<file path="src/rtl/fsm_slave.sv">
// fsm_slave: slave-side control FSM for the thermostat link.
// Sequences the receive FIFO: "mem" stores one UART byte then clears the
// receiver; "leg" drains the FIFO until empty.
// Optional build macro FSM_TIMEOUT_EN adds a watchdog on MEM and LEG that
// returns to IDLE after TIMEOUT_CYCLES cycles without the exit condition.
module fsm_slave #(
    parameter int TIMEOUT_CYCLES = 1024,
    parameter int STATE_W        = 2
) (
    input  logic clk,
    input  logic rst,
    input  logic mem,
    input  logic leg,
    input  logic empty,
    input  logic o_RX_DV,
    output logic clear,
    output logic insert,
    output logic remove
);

    typedef enum logic [STATE_W-1:0] {
        IDLE  = STATE_W'(0),
        MEM   = STATE_W'(1),
        CLEAR = STATE_W'(2),
        LEG   = STATE_W'(3)
    } state_t;

    state_t state, state_nxt;
    logic   clear_c, insert_c, remove_c;
    logic   timeout;

`ifdef FSM_TIMEOUT_EN
    localparam int CNT_W = $clog2(TIMEOUT_CYCLES) + 1;
    logic [CNT_W-1:0] cnt;

    // Watchdog: held at zero outside MEM/LEG so it starts from zero on entry.
    always_ff @(posedge clk) begin
        if (!rst)
            cnt <= '0;
        else if (state == MEM || state == LEG)
            cnt <= cnt + 1'b1;
        else
            cnt <= '0;
    end

    assign timeout = (cnt == CNT_W'(TIMEOUT_CYCLES - 1));
`else
    assign timeout = 1'b0;
`endif

    // State register; reset forces IDLE.
    always_ff @(posedge clk) begin
        if (!rst)
            state <= IDLE;
        else
            state <= state_nxt;
    end

    // Next-state and Mealy outputs; a normal exit beats the watchdog.
    always_comb begin
        state_nxt = IDLE;
        clear_c   = 1'b0;
        insert_c  = 1'b0;
        remove_c  = 1'b0;
        case (state)
            IDLE: begin
                if (mem)
                    state_nxt = MEM;
                else if (leg)
                    state_nxt = LEG;
                else
                    state_nxt = IDLE;
            end
            MEM: begin
                insert_c = o_RX_DV;
                if (o_RX_DV)
                    state_nxt = CLEAR;
                else if (timeout)
                    state_nxt = IDLE;
                else
                    state_nxt = MEM;
            end
            CLEAR: begin
                clear_c   = 1'b1;
                state_nxt = IDLE;
            end
            LEG: begin
                remove_c = ~empty;
                if (empty || timeout)
                    state_nxt = IDLE;
                else
                    state_nxt = LEG;
            end
            default: begin
                // Unused encodings (only possible with wider STATE_W) recover.
                state_nxt = IDLE;
            end
        endcase
    end

    // Outputs are suppressed while reset is held so nothing leaks mid-reset.
    assign clear  = rst & clear_c;
    assign insert = rst & insert_c;
    assign remove = rst & remove_c;

endmodule

</file>
<file path="config.mk">
export PLATFORM = sky130hd
export DESIGN_NAME = fsm_slave
export DESIGN_NICKNAME = d
export VERILOG_FILES = /design/src/rtl/fsm_slave.sv
export SDC_FILE = /design/constraint.sdc
export NUM_CORES = 1
export LEC_CHECK = 0
export CELL_PAD_IN_SITES_DETAIL_PLACEMENT = 1
export CELL_PAD_IN_SITES_GLOBAL_PLACEMENT = 2
export CORE_AREA = 3 3 40 42
export CTS_CLUSTER_DIAMETER = 50
export DETAILED_ROUTE_END_ITERATION = 8
export DIE_AREA = 0 0 43 45
export GPL_TIMING_DRIVEN = 0
export PLACE_DENSITY_LB_ADDON = 0.1
export SKIP_LAST_GASP = 1
export SYNTH_ARGS = -nofsm -noshare
export SYNTH_HDL_FRONTEND = slang
export SYNTH_SLANG_ARGS = --single-unit
</file>
<file path="constraint.sdc">
create_clock -name clk -period 0.95 [get_ports clk]
set_input_delay 0.19 -clock clk [delete_from_list [all_inputs] [get_ports clk]]
set_output_delay 0.19 -clock clk [all_outputs]
set_load 0.005 [all_outputs]
</file>
==> reports/metrics.yaml <==
outcome: "finished with violations"
violations: "negative setup slack"
crit_path_start_kind: "flop"
wl_um: 454
route.detailed.drc: 0
postCtsHoldBufs: 0
drv_slew: 0
skew_ps: 0.550
clk_path_buf_depth: 2
drt_iter0_markers: 0
reg_top3: "state (2)"
ir_drop_mv: 0.240
cp.buffers_inverters: 1
grt_pass1_vias: 197
stdcell_area_um2: 285
wl_per_cell_um: 9.66
cts.reportedPaths.clkPinSlew_ps: 30
ant_nets: 0
cp_top_family: "flip-flops"
initial_utilization_pct: 9.15
yosysTopAreaCellShare_pct: 34.0
n_antenna_cell: 0
arrival_ps: 920
hold_viol: 0
crit_path_max_incr_delay_ps: 340
die_width_um: 43
setup_viol: 3
hold_path_class: "input port to flop"
crit_chain: "nand2_4 > nor3_4 > buf_2"
largest_reg_flops: 2
pwr_density_cell_nw_per_um2: 1420
crit_type: "flop to primary output"
syn_inst: 17
layout_common_cells: "buf_4 (4), nor2_1 (3), clkbuf_4 (3), dlygate4sd2_1 (3), buf_2 (3)"
synthTopCellsByArea: "dfxtp_1 (34%), nor2_1 (13%), o21ai_1 (8.5%), nand4b_1 (7.4%), and2b_1 (6.4%)"
drv_cap: 0
die_h_um: 45
fin_crit_ps: 1110
yosys_warnings: 0
routabilityCongestion: 0.614
synth_nets: 23
p_leak_uw: 0.000131
layout_commonest_cell: "buf_4"
grt_start_max_net_pins: 7
crit_path_end_kind: "primary output"
cts-root-buf: "clkbuf_4"
core-area_um2: 1280
syn_to_final_growth_pct: 143
syn_area_um2: 118
ios: 9
slew_headroom_pct: 87.3
fin_crit_sh_pct: 117
die_area_um2: 1940
fin_tns_setup_ps: -404
crit_path_top_delay_cell: "dfxtp_2"
path_max_fanout: 3
setup_slack_ps: -161
regMostFlops: "state"
rsz0062_at_grt: "yes"
grt-ovfl-total: 0
syn_area_per_cell_um2: 6.92
place_area_um2: 216
drive_above_1_share_pct: 56.3
synth.distinct_cells: 11
cts_buffers: 3
tritoncts: "done"
avgViaCountPerCell: 3.66
htreeDepth: 1
ys_ff_latch: 2
grt_pass1_wl_um: 738
track_usage_pct: 5.49
yosysSeqAreaShare_pct: 34.0
synth_largest_area_cell: "dfxtp_1"
fmax_ghz: 0.900
drt_pass1_iterations: 1
nets: 40
port_buffers: 8
insertion_delay_ps: 220
cts_sinks: 2
num_rows: 13
cp.required_ps: 760
routed-via-count: 172
antenna_found_initial: 0
tightestPinTransition_ps: 191
-- cell usage after synthesis --
cell / count
inv_1: 1
a21oi_1: 1
o211ai_1: 1
o21ai_1: 2
and2b_1: 1
dfxtp_1: 2
nor3b_1: 1
nand2_1: 2
nor2_1: 4
nand4b_1: 1
nor3_1: 1
-- worst paths after layout --
path,start,cells past startpoint,to,slack [ps]
setup / recovery,state[0],3,remove,-160
hold / removal,o_RX_DV,3,state[1],430
setup reg to reg,state[0],4,state[1],70
hold reg to reg,state[1],3,state[0],610
-- layer usage --
layer / global-route usage, % / up-vias / part of all wire (%)
met3: 2.79 / 0 / 6.4
met4: 3.61 / 0 / 0
met2: 8.38 / 6 / 52
met1: 6.00 / 76 / 41
li1: - / 90 / -
met5: 0 / - / 0
-- layout make-up --
| type | count | area (um2) |
|---|---|---|
| clock buffer | 3 | 22.5 |
| fill | 162 | 1000 |
| inverter | 1 | 3.75 |
| multi-input combinational | 14 | 104 |
| sequential | 2 | 45.0 |
| tap | 15 | 18.8 |
| timing repair buffer | 12 | 91.3 |
-- worst min-delay path, cell delays in order --
cell and delay [ps]:
dlygate4sd2_1 240, a21oi_2 70, o21ai_1 100
-- timing repair --
| action | in CTS | in global routing |
|---|---|---|
| setup endpoints to repair | 4 | 3 |
| setup buffers | 2 | 2 |
| pin swaps | 2 | 2 |
| gates resized for setup | 24 | 2 |
| hold endpoints to repair | 0 | 0 |
-- through the flow --
| stage | total power, uW | instances | utilization (%) | setup slack (ps) | hold WS [ps] |
|---|---|---|---|---|---|
| after floorplan | 140 | 17 | - | 115 | 343 |
| after global placement | 186 | 40 | 16.8 | -844 | 601 |
| after detailed placement | 186 | 40 | 16.8 | -828 | 601 |
| after CTS | 402 | 45 | 20.4 | -175 | 428 |
| after global routing | 451 | 47 | 22.2 | -228 | 437 |
| final | 404 | 47 | 22.2 | -161 | 426 |
-- power breakdown --
part           internal (uW)  switching, uW  leakage (uW)  total (uW)
Clock                    139           42.8     0.0000138         182
Sequential              98.2           15.1     0.0000175         113
Combinational           60.7           48.4      0.000100         109
Total                    298            106      0.000131         404
-- logic make-up (layout without fill, tap and decap cells) --
| family | after synthesis | in the layout | synth area share (%) |
|---|---|---|---|
| AO/OA/AOI/OAI | 4 | 4 | 19.1 |
| buffers and inverters | 1 | 16 | 3.19 |
| flip-flops | 2 | 2 | 34.0 |
| AND/OR/NAND/NOR | 10 | 10 | 43.6 |
Power figures use the tool's default switching activity.
